[src/rtl/ps2_key_decoder.sv]
// PS/2 Set 2 scancode decoder: strips E0/F0 prefixes, tracks Shift/Ctrl,
// and queues completed key events in a small FIFO popped by the CPU.
module ps2_key_decoder #(
    parameter int FIFO_DEPTH = 8,
    parameter int PTR_W      = 3
) (
    input  logic             clk,
    input  logic             rst,
    input  logic [8:0]       code_in,
    input  logic             sel,
    input  logic             clr_ovf,
    output logic [11:0]      ev_data,
    output logic             ev_valid,
    output logic             ovf,
    output logic [PTR_W:0]   fifo_cnt
);

    localparam logic [7:0] CODE_EXT   = 8'hE0;
    localparam logic [7:0] CODE_BRK   = 8'hF0;
    localparam logic [7:0] CODE_LSHFT = 8'h12;
    localparam logic [7:0] CODE_RSHFT = 8'h59;
    localparam logic [7:0] CODE_CTRL  = 8'h14;
    localparam logic [PTR_W:0] DEPTH_C = (PTR_W+1)'(FIFO_DEPTH);

    typedef enum logic [1:0] {
        IDLE    = 2'd0,
        EXT     = 2'd1,
        BRK     = 2'd2,
        EXT_BRK = 2'd3
    } state_t;

    state_t            state_q, state_d;
    logic              valid_prev_q;
    logic              lshift_q, lshift_d;
    logic              rshift_q, rshift_d;
    logic              lctrl_q, lctrl_d;
    logic              rctrl_q, rctrl_d;
    logic [PTR_W-1:0]  wr_ptr_q, wr_ptr_d;
    logic [PTR_W-1:0]  rd_ptr_q, rd_ptr_d;
    logic [PTR_W:0]    cnt_q, cnt_d;
    logic              ovf_q, ovf_d;
    logic [11:0]       mem [FIFO_DEPTH];

    logic              accept;
    logic [7:0]        scan_byte;
    logic              is_prefix;
    logic              is_discard;
    logic              ev_push;
    logic              ev_brk;
    logic              ev_ext;
    logic [11:0]       ev_word;
    logic              fifo_full;
    logic              fifo_empty;
    logic              pop;
    logic              wr_en;

    // Rising edge of the valid bit marks a new byte; held levels are ignored.
    assign accept     = code_in[8] & ~valid_prev_q;
    assign scan_byte  = code_in[7:0];
    assign is_prefix  = (scan_byte == CODE_EXT) || (scan_byte == CODE_BRK);
    assign is_discard = (scan_byte == 8'hAA) || (scan_byte == 8'hFA) ||
                        (scan_byte == 8'hEE) || (scan_byte == 8'h00) ||
                        (scan_byte == 8'hFF);

    always_comb begin
        state_d  = state_q;
        ev_push  = 1'b0;
        ev_brk   = 1'b0;
        ev_ext   = 1'b0;
        lshift_d = lshift_q;
        rshift_d = rshift_q;
        lctrl_d  = lctrl_q;
        rctrl_d  = rctrl_q;

        if (accept) begin
            case (state_q)
                IDLE: begin
                    if (scan_byte == CODE_EXT) begin
                        state_d = EXT;
                    end else if (scan_byte == CODE_BRK) begin
                        state_d = BRK;
                    end else if (!is_discard) begin
                        ev_push = 1'b1;
                    end
                end
                EXT: begin
                    if (scan_byte == CODE_BRK) begin
                        state_d = EXT_BRK;
                    end else if (scan_byte != CODE_EXT) begin
                        ev_push = 1'b1;
                        ev_ext  = 1'b1;
                        state_d = IDLE;
                    end
                end
                BRK: begin
                    state_d = IDLE;
                    if (!is_prefix) begin
                        ev_push = 1'b1;
                        ev_brk  = 1'b1;
                    end
                end
                EXT_BRK: begin
                    state_d = IDLE;
                    if (!is_prefix) begin
                        ev_push = 1'b1;
                        ev_brk  = 1'b1;
                        ev_ext  = 1'b1;
                    end
                end
                default: state_d = IDLE;
            endcase
        end

        // Modifiers follow every completed event, even one the FIFO drops.
        if (ev_push) begin
            if (!ev_ext && scan_byte == CODE_LSHFT) lshift_d = ~ev_brk;
            if (!ev_ext && scan_byte == CODE_RSHFT) rshift_d = ~ev_brk;
            if (!ev_ext && scan_byte == CODE_CTRL)  lctrl_d  = ~ev_brk;
            if (ev_ext  && scan_byte == CODE_CTRL)  rctrl_d  = ~ev_brk;
        end
    end

    assign ev_word = {ev_brk, ev_ext, lshift_d | rshift_d, lctrl_d | rctrl_d, scan_byte};

    assign fifo_full  = (cnt_q == DEPTH_C);
    assign fifo_empty = (cnt_q == '0);
    assign pop        = sel & ~fifo_empty;
    // A simultaneous pop frees the head slot, so a push into a full FIFO still lands.
    assign wr_en      = ev_push & (~fifo_full | pop);

    always_comb begin
        wr_ptr_d = wr_ptr_q;
        rd_ptr_d = rd_ptr_q;
        cnt_d    = cnt_q;
        ovf_d    = ovf_q;

        if (wr_en) begin
            wr_ptr_d = wr_ptr_q + PTR_W'(1);
        end
        if (pop) begin
            rd_ptr_d = rd_ptr_q + PTR_W'(1);
        end
        cnt_d = cnt_q + (PTR_W+1)'(wr_en) - (PTR_W+1)'(pop);

        if (clr_ovf) begin
            ovf_d = 1'b0;
        end
        if (ev_push && !wr_en) begin
            ovf_d = 1'b1;
        end
    end

    always_ff @(posedge clk or posedge rst) begin
        if (rst) begin
            state_q      <= IDLE;
            valid_prev_q <= 1'b0;
            lshift_q     <= 1'b0;
            rshift_q     <= 1'b0;
            lctrl_q      <= 1'b0;
            rctrl_q      <= 1'b0;
            wr_ptr_q     <= '0;
            rd_ptr_q     <= '0;
            cnt_q        <= '0;
            ovf_q        <= 1'b0;
        end else begin
            state_q      <= state_d;
            valid_prev_q <= code_in[8];
            lshift_q     <= lshift_d;
            rshift_q     <= rshift_d;
            lctrl_q      <= lctrl_d;
            rctrl_q      <= rctrl_d;
            wr_ptr_q     <= wr_ptr_d;
            rd_ptr_q     <= rd_ptr_d;
            cnt_q        <= cnt_d;
            ovf_q        <= ovf_d;
        end
    end

    // Storage carries no reset; the output mux hides stale entries while empty.
    always_ff @(posedge clk) begin
        if (wr_en) begin
            mem[wr_ptr_q] <= ev_word;
        end
    end

    assign ev_data  = fifo_empty ? 12'h000 : mem[rd_ptr_q];
    assign ev_valid = ~fifo_empty;
    assign ovf      = ovf_q;
    assign fifo_cnt = cnt_q;

endmodule

[config.mk]
export PLATFORM = sky130hd
export DESIGN_NAME = ps2_key_decoder
export DESIGN_NICKNAME = d
export VERILOG_FILES = /design/src/rtl/ps2_key_decoder.sv
export SDC_FILE = /design/constraint.sdc
export NUM_CORES = 1
export LEC_CHECK = 0
export ABC_AREA = 1
export BUFFER_PORTS_ARGS = -buffer_cell sky130_fd_sc_hd__buf_2
export CELL_PAD_IN_SITES_DETAIL_PLACEMENT = 2
export CELL_PAD_IN_SITES_GLOBAL_PLACEMENT = 2
export CORE_MARGIN = 1
export CORE_UTILIZATION = 43
export DETAILED_ROUTE_END_ITERATION = 6
export HOLD_SLACK_MARGIN = 0.03
export PLACE_DENSITY = 0.79
export RECOVER_POWER = 25
export SLEW_MARGIN = 20
export SYNTH_ARGS = -nofsm -noshare
export SYNTH_HDL_FRONTEND = slang
export SYNTH_SLANG_ARGS = --single-unit
[constraint.sdc]
create_clock -name clk -period 3.93 [get_ports clk]
set_input_delay 0.393 -clock clk [delete_from_list [all_inputs] [get_ports clk]]
set_output_delay 0.393 -clock clk [all_outputs]
set_load 0.01 [all_outputs]
==> flow_metrics.env, run 1 <==
export IMPL_setup_tns_ns=0
export IMPL_cts_setup_buffers=0
export IMPL_synthMuxAreaShare=0
export IMPL_max_vdd_ir_drop_mv=0.462
export IMPL_wirelength_um=16500
export IMPL_io_pins=31
export IMPL_hold_path_class="input port to flip-flop"
export IMPL_p_leak_nw=2.23
export IMPL_cts_hold_buf=0
export IMPL_grt_pass1_wl_um=25200
export IMPL_switching_power_mw=1.64
export IMPL_worstSetupStartpointType="flip-flop"
export IMPL_clock_sinks=114
export IMPL_cts_tree="yes"
export IMPL_dp_hpwl_um=9360
export IMPL_nets=509
export IMPL_ys_flop_type="edfxtp_1"
export IMPL_syn_area_per_cell_um2=11.1
export IMPL_grt_usage=0.308
export IMPL_synthesis_area_um2=4970
export IMPL_finalSetupViolations=0
export IMPL_final_min_clock_period_ns=3.12
export IMPL_viasPerCell=5.67
export IMPL_dieHeight_um=109
export IMPL_drive_gt1_frac=0.150
export IMPL_cts_root_buffer="clkbuf_16"
export IMPL_core_area_um2=11000
export IMPL_port_buffers=30
export IMPL_register_area_um2=3330
export IMPL_synth_top_family_by_area="simple AND/OR/NAND/NOR gates"
export IMPL_num_vias=3635
export IMPL_grt_setup_unrepaired="false"
export IMPL_grt_overflow=0
export IMPL_grtUsageMet1=0.356
export IMPL_fin_worst_skew_ns=0.0177
export IMPL_cts_resized=0
export IMPL_clk_pin_slew_ns=0.06
export IMPL_p_sw_frac=0.360
export IMPL_power_frac_clock=0.359
export IMPL_top_usage_layer="met2"
export IMPL_status="complete, no violations"
export IMPL_cts_buffers=17
export IMPL_postRouteAntennaNets=0
export IMPL_rows=38
export IMPL_route_detailed_drc=0
export IMPL_p_seq_frac=0.348
export IMPL_hold_viol_final=0
export IMPL_synth_compound_area_frac=0.0965
export IMPL_maxSlewViolCount=0
export IMPL_routabilityCongestion=0.714
export IMPL_required_ns=3.54
export IMPL_fmax_mhz=321
export IMPL_cts_max_level=4
export IMPL_netlist_instances=448
export IMPL_finish_utilization=0.534
export IMPL_yosys_warnings=0
export IMPL_syn_to_final_growth_pct=18.6
export IMPL_grt_use_met3=0.0622
export IMPL_first_iter_violations=203
export IMPL_power_internal_mw=2.92
export IMPL_clk_latency_ns=0.42
export IMPL_grtUsageMet2=0.544
export IMPL_drv_cap=0
export IMPL_synthAdderAreaFrac=0.0217
export IMPL_ys_seq_area_frac=0.671
export IMPL_synth_seq_cells=114
export IMPL_p_per_area_nw_per_um2=775
export IMPL_critical_path_class="flip-flop to output port"
export IMPL_antenna_found_initial=0
export IMPL_initial_utilization=0.450
export IMPL_cts_max_path_buffers=2
export IMPL_slew_headroom=0.402
export IMPL_fillers=1103
export IMPL_pwr_share_comb=0.293
export IMPL_synth_simple_area_share=0.159
export IMPL_fp_dieW_um=109
export IMPL_die_area_um2=12000
export IMPL_synth_edf_count=96
export IMPL_firstDrtPassIters=5
export IMPL_synth_xor_area_frac=0.00882
export IMPL_diodes=0
export IMPL_worst_pin_slew_ns=0.897
export IMPL_wire_per_inst_um=25.8
export IMPL_critPathArrivalTime_ns=2.72
export IMPL_grt_pass1_vias=4210
export IMPL_multiInputGateArea_um2=1420
export IMPL_synth_cell_types=30
export IMPL_grt_max_degree=51
export IMPL_synthArstFlopShare=0.158
export IMPL_post_route_period_util=0.793
export IMPL_endpoint_kind="output port"
export IMPL_cp_max_fo=32
export IMPL_synth_fp_nets=469
power groups by stage:
stage / registers (mW) / clock network (mW) / logic, mW
final: 1.59 / 1.64 / 1.34
after global routing: 1.61 / 1.70 / 1.47
after CTS: 1.59 / 1.65 / 1.36
after detailed placement: 1.61 / 0 / 1.28
after global placement: 1.59 / 0 / 1.19
after floorplan: 1.51 / 0 / 0.872
critical path, cell delays in order (launching register included):
cell	delay (ns)
dfrtp_1	0.39
inv_1	0.53
buf_4	0.49
nor2_1	0.12
o32ai_1	0.28
nor2_1	0.09
nor2_1	0.21
buf_2	0.18
Yosys cell counts, types with 5 or more instances:
cell / number / area share
nor2_1: 121 / 0.091
edfxtp_1: 96 / 0.58
nand2_1: 54 / 0.041
o21ai_0: 35 / 0.035
inv_1: 29 / 0.022
o32ai_1: 24 / 0.042
dfrtp_1: 18 / 0.091
nand3_1: 11 / 0.011
clkbuf_1: 10 / 0.0076
ha_1: 7 / 0.018
o21ai_1: 6 / 0.0060
buf_2: 5 / 0.0050
layout make-up:
class                      instances  share of cell area
multi-input combinational        282               0.241
inverter                          33              0.0215
tap                              140              0.0297
clock buffer                      18              0.0729
clock inverter                    14              0.0321
sequential                       114               0.566
timing repair buffer              40              0.0365
placed cells by master (no fill, tap or decap), types with 4 or more instances in the layout:
cell type and count:
nor2_1 121, edfxtp_1 96, nand2_1 54, o21ai_0 35, inv_1 29, o32ai_1 24, buf_2 22, clkbuf_16 17
dfrtp_1 17, nand3_1 11, buf_4 10, clkbuf_1 9, ha_1 7, o21ai_1 6, clkinvlp_4 5, nor3_1 4
bufinv_16 4
worst paths after layout:
path                                    startpoint                      end  slack, ns  depth (start not counted)
hold reg to reg                 rshift_q$_DFF_PP0_       rshift_q$_DFF_PP0_       0.55                          4
min in group asynchronous                      rst    fifo_cnt[1]$_DFF_PP0_       0.10                          2
max in group asynchronous                      rst  rd_ptr_q[1]$_DFFE_PP0P_       3.33                          2
setup reg to reg             fifo_cnt[1]$_DFF_PP0_    fifo_cnt[2]$_DFF_PP0_       1.14                         11
setup / recovery           rd_ptr_q[0]$_DFFE_PP0P_               ev_data[6]       0.81                          7
hold / removal                          code_in[8]   valid_prev_q$_DFF_PP0_       0.09                          1
routing by layer:
metal | routed length [um] | vias to the layer above
met3 | 742 | 30
met1 | 6460 | 1855
met2 | 8840 | 109
li1 | - | 1641
met5 | 0 | -
met4 | 478 | 0
cell families (layout without fill, tap and decap cells):
family          count (synthesis)  after routing
buf+inv                        52            105
simple gates                  197            197
xor+xnor                        5              5
compound gates                 72             72
flops                         114            114
fa+ha+maj                       8              8
through the flow:
stage	instance area, um2	hold WS (ns)	setup slack (ns)	power, mW	cells
after global routing	5890	0.0802	0.650	4.78	641
after detailed placement	5280	0.517	1.33	2.89	609
after floorplan	4970	0.332	1.74	2.38	448
final	5890	0.0868	0.813	4.57	641
after global placement	5280	0.491	1.43	2.78	609
after CTS	5900	0.0786	0.770	4.61	641
registers in the layout, indices dropped and copies added (netlist names):
| register | flops |
|---|---|
| state_q | 2 |
| rctrl_q | 1 |
| fifo_cnt | 4 |
| ovf | 1 |
| lshift_q | 1 |
| wr_ptr_q | 3 |
| valid_prev_q | 1 |
| rd_ptr_q | 3 |
| lctrl_q | 1 |
| rshift_q | 1 |
| mem | 96 |
Note: power is estimated with default switching activity, not from simulation.
==> run 2: changes to the inputs <==
--- a/config.mk
+++ b/config.mk
@@ -5,15 +5,15 @@
 export SDC_FILE = /design/constraint.sdc
 export NUM_CORES = 1
 export LEC_CHECK = 0
-export ABC_AREA = 1
+export ABC_AREA = 0
 export BUFFER_PORTS_ARGS = -buffer_cell sky130_fd_sc_hd__buf_2
 export CELL_PAD_IN_SITES_DETAIL_PLACEMENT = 2
 export CELL_PAD_IN_SITES_GLOBAL_PLACEMENT = 2
 export CORE_MARGIN = 1
-export CORE_UTILIZATION = 43
+export CORE_UTILIZATION = 41
 export DETAILED_ROUTE_END_ITERATION = 6
 export HOLD_SLACK_MARGIN = 0.03
-export PLACE_DENSITY = 0.79
+export PLACE_DENSITY = 0.71
 export RECOVER_POWER = 25
 export SLEW_MARGIN = 20
 export SYNTH_ARGS = -nofsm -noshare
==> constraint.sdc (replaced) <==
create_clock -name clk -period 2.82 [get_ports clk]
set_input_delay 0.282 -clock clk [delete_from_list [all_inputs] [get_ports clk]]
set_output_delay 0.282 -clock clk [all_outputs]
set_load 0.01 [all_outputs]
==> run 2 against run 1 <==
  * The flow now finishes with violations (negative hold slack)
  * Via count fell by 28%
  * Clock power up 43%
  * Cell count is 27% lower
  * Flip-flop and latch count stayed put
  * Worst hold slack got worse by 0.089 ns
  * Clock-buffer cell count decreased by 1
  * Global-route usage shrank 6.8 points
  * Largest power group unchanged
==> flow_metrics.env, run 2 <==
export IMPL_cts_setup_buffers=0
export IMPL_p_per_area_nw_per_um2=1060
export IMPL_final_min_clock_period_ns=2.54
export IMPL_whs_ns=-0.00225
export IMPL_routabilityCongestion=0.745
export IMPL_drive_gt1_frac=0.323
export IMPL_p_leak_nw=2.10
export IMPL_r2r_cells=5
export IMPL_netlist_instances=265
export IMPL_hold_path_class="input port to async pin"
export IMPL_synth_cell_types=48
export IMPL_drv_cap=0
export IMPL_layout_commonest_cell="edfxtp_1"
export IMPL_grt_overflow=0
export IMPL_viasPerCell=5.57
export IMPL_grt_max_degree=27
export IMPL_cts_resized=0
export IMPL_diodes=0
export IMPL_status="finished with violations"
export IMPL_clk_latency_ns=0.42
export IMPL_final_cell_mix="edfxtp_1 (96), mux4_2 (24), buf_2 (22)"
export IMPL_grt_usage=0.239
export IMPL_dieHeight_um=110
export IMPL_route_detailed_drc=0
export IMPL_ys_flop_type="edfxtp_1"
export IMPL_syn_to_final_growth_pct=22.5
export IMPL_worst_pin_slew_ns=0.898
export IMPL_critPathArrivalTime_ns=2.61
export IMPL_hold_viol_final=3
export IMPL_synth_seq_cells=114
export IMPL_clock_sinks=114
export IMPL_cts_hold_buf=1
export IMPL_post_route_period_util=0.901
export IMPL_syn_area_per_cell_um2=17.9
export IMPL_rows=38
export IMPL_path_cells="clkbuf_1 > nor4b_1 > and4b_2 > nand3_1 > mux2_4 > nand3b_1"
export IMPL_die_area_um2=12000
export IMPL_synthArstFlopShare=0.158
export IMPL_cts_max_path_buffers=2
export IMPL_num_vias=2622
export IMPL_first_iter_violations=116
export IMPL_ys_seq_area_frac=0.702
export IMPL_dp_hpwl_um=7310
export IMPL_grt_pass1_vias=3074
export IMPL_wirelength_um=12900
export IMPL_cts_buffers=17
export IMPL_synthTopCellsByCount="edfxtp_1 (96), mux4_2 (24), nor2_1 (21), dfrtp_1 (18), mux2i_1 (12)"
export IMPL_wire_per_inst_um=27.3
export IMPL_firstDrtPassIters=4
export IMPL_path_buf_inv=1
export IMPL_io_pins=31
export IMPL_cp_max_fo=15
export IMPL_total_power_mw=6.19
export IMPL_max_vdd_ir_drop_mv=0.570
export IMPL_critical_path_class="input port to flip-flop"
export IMPL_clk_pin_slew_ns=0.06
export IMPL_largest_register_ffs=96
export IMPL_violations="negative hold slack"
export IMPL_placed_cell_area_um2=5190
export IMPL_port_buffers=30
export IMPL_design_area_um2=5820
export IMPL_finish_utilization=0.525
export IMPL_grt_pass1_wl_um=19200
export IMPL_synth_fp_nets=286
export IMPL_fmax_mhz=393
export IMPL_cts_tree="yes"
export IMPL_grt_setup_unrepaired="false"
export IMPL_fp_dieW_um=110
export IMPL_yosysTopAreaCell="edfxtp_1"
export IMPL_required_ns=2.89
export IMPL_worst_path_stages=6
export IMPL_postRouteAntennaNets=0
export IMPL_slowest_stage="clkbuf_1"
export IMPL_crit_path_max_incr_delay_ns=0.65
export IMPL_synthTopCellsByArea="edfxtp_1 (61%), mux4_2 (11%), dfrtp_1 (9.5%)"
export IMPL_maxSlewViolCount=0
export IMPL_endpoint_kind="flip-flop"
export IMPL_synth_edf_count=96
export IMPL_finalSetupViolations=0
export IMPL_synth_top_area_share=0.607
export IMPL_synthesis_area_um2=4750
export IMPL_cp_top_family="simple AND/OR/NAND/NOR gates"
export IMPL_yosys_warnings=0
export IMPL_setup_tns_ns=0
export IMPL_fin_worst_skew_ns=0.0133
export IMPL_core_area_um2=11100
export IMPL_nets=339
export IMPL_cts_max_level=4
export IMPL_cts_root_buffer="clkbuf_16"
export IMPL_slew_headroom=0.401
export IMPL_antenna_found_initial=0
export IMPL_worstSetupStartpointType="input port"
export IMPL_setup_slack_ns=0.278
export IMPL_initial_utilization=0.429
export IMPL_top_register="mem"
export IMPL_yosysMostFrequentCell="edfxtp_1"
export IMPL_place_ws_ns=0.241
==> run 2: cell types whose count changed in the layout (fill, tap and decap cells not counted), moves of 5 or more <==
cell / change
clkinvlp_4: -5
inv_1: -18
mux2i_1: +12
mux4_2: +24
nand2_1: -49
nor2_1: -100
o21ai_0: -32
o21ai_1: -6
o32ai_1: -24
==> run 2: final timing paths <==
check                                            start                 endpoint  slack, ns
worst max-delay path                        code_in[4]      mem[7][8]$_DFFE_PP_       0.28
worst min-delay path                               rst  wr_ptr_q[0]$_DFFE_PP0P_     -0.002
worst max register to register  valid_prev_q$_DFF_PP0_      mem[0][9]$_DFFE_PP_       0.43
worst min register to register       rctrl_q$_DFF_PP0_        rctrl_q$_DFF_PP0_       0.51
max in group asynchronous                          rst   state_q[1]$_DFFE_PP0P_       2.34
min in group clk                               clr_ovf          ovf$_DFFE_PP0P_       0.10
==> run 2: cells by family after synthesis <==
family	count (synthesis)	synth area share
and+or+nand+nor	62	0.0730
buffers and inverters	20	0.0166
AOI/OAI and AO/OA	14	0.0240
DFF	114	0.702
xor gates and xnor gates	7	0.0129
muxes	40	0.149
adders and majority gates	8	0.0226
==> run 2: cell type report <==
| cell class | instances | area, um2 |
|---|---|---|
| Clock inverter | 15 | 206 |
| Sequential cell | 114 | 3330 |
| Timing Repair Buffer | 43 | 265 |
| Multi-Input combinational cell | 131 | 1370 |
| Fill cell | 964 | 5260 |
| Clock buffer | 17 | 425 |
| Tap cell | 140 | 175 |
| Inverter | 11 | 41.3 |
==> run 2: where the power goes <==
part	internal [mW]	total (mW)	switching, mW
Sequential	2.02	2.15	0.130
Clock	1.49	2.34	0.852
Combinational	0.780	1.70	0.918
==> run 2: per-layer routing <==
layer | track usage | routed length, um | vias to the layer above
met3 | 0.0486 | 432 | 22
met1 | 0.300 | 5490 | 1381
met4 | 0.0838 | 226 | 0
met5 | 0 | 0 | -
met2 | 0.412 | 6710 | 65
li1 | - | - | 1154
==> run 2: through the flow <==
stage	hold slack, ns	cells
finish	-0.00225	471
global route	0.0614	471
CTS	0.0322	471
detailed placement	0.428	438
global placement	0.415	438
floorplan	0.221	265
==> run 3: changes to the inputs <==
--- a/config.mk
+++ b/config.mk
@@ -10,10 +10,10 @@
 export CELL_PAD_IN_SITES_DETAIL_PLACEMENT = 2
 export CELL_PAD_IN_SITES_GLOBAL_PLACEMENT = 2
 export CORE_MARGIN = 1
-export CORE_UTILIZATION = 41
+export CORE_UTILIZATION = 44
 export DETAILED_ROUTE_END_ITERATION = 6
 export HOLD_SLACK_MARGIN = 0.03
-export PLACE_DENSITY = 0.71
+export PLACE_DENSITY = 0.72
 export RECOVER_POWER = 25
 export SLEW_MARGIN = 20
 export SYNTH_ARGS = -nofsm -noshare
==> constraint.sdc (replaced) <==
create_clock -name clk -period 2.8 [get_ports clk]
set_input_delay 0.28 -clock clk [delete_from_list [all_inputs] [get_ports clk]]
set_output_delay 0.28 -clock clk [all_outputs]
set_load 0.01 [all_outputs]
==> run 3 against run 2 <==
  * The run now ends clean
  * Worst hold slack better by 0.095 ns
  * Flip-flop and latch count unchanged
  * Clock skew down 0.0017 ns
  * Cell count grew 1.1%
  * Die area is 6.7% lower
  * Routed wire length is 5.4% higher
  * Sequential power increased by 5%
  * Largest cell class unchanged
==> flow_metrics.env, run 3 (synthesized netlist as in run 2, its figures left out) <==
export IMPL_dp_hpwl_um=7850
export IMPL_post_route_period_util=0.969
export IMPL_setup_slack_ns=0.0865
export IMPL_cts_tree="yes"
export IMPL_holdPathEnd="rd_ptr_q[2]$_DFFE_PP0P_"
export IMPL_grt_pass1_vias=3167
export IMPL_grt_setup_unrepaired="false"
export IMPL_endpoint_kind="flip-flop"
export IMPL_cts_root_buffer="clkbuf_8"
export IMPL_viasPerCell=5.74
export IMPL_regToRegSetupSlack_ns=0.18
export IMPL_cp_max_fo=5
export IMPL_multiInputGateArea_um2=1370
export IMPL_total_power_mw=6.38
export IMPL_p_per_area_nw_per_um2=1080
export IMPL_postRouteAntennaNets=0
export IMPL_top_register="mem"
export IMPL_fmax_mhz=369
export IMPL_r2r_cells=7
export IMPL_worst_pin_slew_ns=0.818
export IMPL_initial_utilization=0.456
export IMPL_wire_per_inst_um=28.5
export IMPL_routabilityCongestion=0.783
export IMPL_place_ws_ns=0.177
export IMPL_wirelength_um=13600
export IMPL_dieHeight_um=106
export IMPL_cts_max_level=4
export IMPL_grt_pass1_wl_um=20300
export IMPL_fp_dieW_um=106
export IMPL_firstDrtPassIters=4
export IMPL_drive_gt1_frac=0.319
export IMPL_register_area_um2=3330
export IMPL_grt_overflow=0
export IMPL_syn_to_final_growth_pct=24.5
export IMPL_fin_worst_skew_ns=0.0115
export IMPL_route_detailed_drc=0
export IMPL_io_pins=31
export IMPL_hold_viol_final=0
export IMPL_cts_buffers=17
export IMPL_status="complete, no violations"
export IMPL_clk_latency_ns=0.54
export IMPL_cts_max_path_buffers=2
export IMPL_setup_tns_ns=0
export IMPL_r2r_end="fifo_cnt[1]$_DFF_PP0_"
export IMPL_clk_pin_slew_ns=0.06
export IMPL_finalSetupViolations=0
export IMPL_hold_path_class="input port to flip-flop"
export IMPL_num_vias=2731
export IMPL_core_area_um2=10400
export IMPL_final_cell_mix="edfxtp_1 (96), mux4_2 (24), buf_2 (22)"
export IMPL_hp_start="sel"
export IMPL_maxSlewViolCount=0
export IMPL_rows=37
export IMPL_port_buffers=30
export IMPL_die_area_um2=11200
export IMPL_p_leak_nw=2.15
export IMPL_clock_sinks=114
export IMPL_largest_register_ffs=96
export IMPL_antenna_found_initial=1
export IMPL_fillers=908
export IMPL_final_min_clock_period_ns=2.71
export IMPL_layout_commonest_cell="edfxtp_1"
export IMPL_nets=347
export IMPL_grt_max_degree=27
export IMPL_first_iter_violations=157
export IMPL_hold_depth=3
export IMPL_grt_usage=0.271
export IMPL_r2r_start="state_q[0]$_DFFE_PP0P_"
export IMPL_drv_cap=0
export IMPL_critical_path_class="input port to flip-flop"
export IMPL_cts_setup_buffers=0
export IMPL_critPathArrivalTime_ns=3.13
export IMPL_worstSetupStartpointType="input port"
export IMPL_required_ns=3.22
export IMPL_whs_ns=0.0928
export IMPL_slew_headroom=0.455
export IMPL_max_vdd_ir_drop_mv=0.540
run 3: layout make-up:
class                           instances  share of cell area
Sequential cell                       114               0.563
Multi-Input combinational cell        131               0.232
Clock buffer                           21              0.0776
Timing Repair Buffer                   51              0.0560
Clock inverter                         11              0.0349
Tap cell                              136              0.0288
Inverter                               11             0.00698
Antenna cell                            1            0.000423
run 3: worst max-delay path by stage:
stage	start	endpoint	cells after the start
after floorplan	code_in[7]	mem[0][0]$_DFFE_PP_	5
after global placement	code_in[0]	fifo_cnt[2]$_DFF_PP0_	9
after detailed placement	code_in[1]	fifo_cnt[2]$_DFF_PP0_	10
after CTS	code_in[7]	fifo_cnt[2]$_DFF_PP0_	10
after global routing	code_in[7]	fifo_cnt[2]$_DFF_PP0_	10
final	code_in[7]	fifo_cnt[2]$_DFF_PP0_	10
run 3: metal layers:
layer	up-vias	wire (um)	track usage
li1	1175	-	-
met1	1418	5430	0.323
met2	99	6840	0.438
met3	39	756	0.0791
met4	0	529	0.160
met5	-	0	0
run 3: timing repair:
action | in CTS | in global routing
setup endpoints to repair | 0 | 0
hold buffers | 5 | 0
hold endpoints to repair | 26 | 0
resized for setup | 0 | 0
run 3: critical path, cell delays in order:
cell	delay, ns
dlygate4sd3_1	0.53
buf_2	0.17
and3_2	0.24
a32oi_1	0.41
o221ai_1	0.31
nand3_1	0.26
o21ai_0	0.16
ha_1	0.24
fa_1	0.38
xor2_1	0.15
run 3: stage by stage:
step            util  area, um2  cells
6_report       0.568       5920    476
5_1_grt        0.568       5910    475
4_1_cts        0.569       5930    475
3_5_place_dp   0.500       5210    438
3_3_place_gp   0.500       5210    438
2_1_floorplan      -       4760    265
run 3: report_power, final:
part,switching (mW),internal [mW]
clock,0.770,1.69
sequential,0.216,2.03
combinational,0.863,0.809
total,1.85,4.53
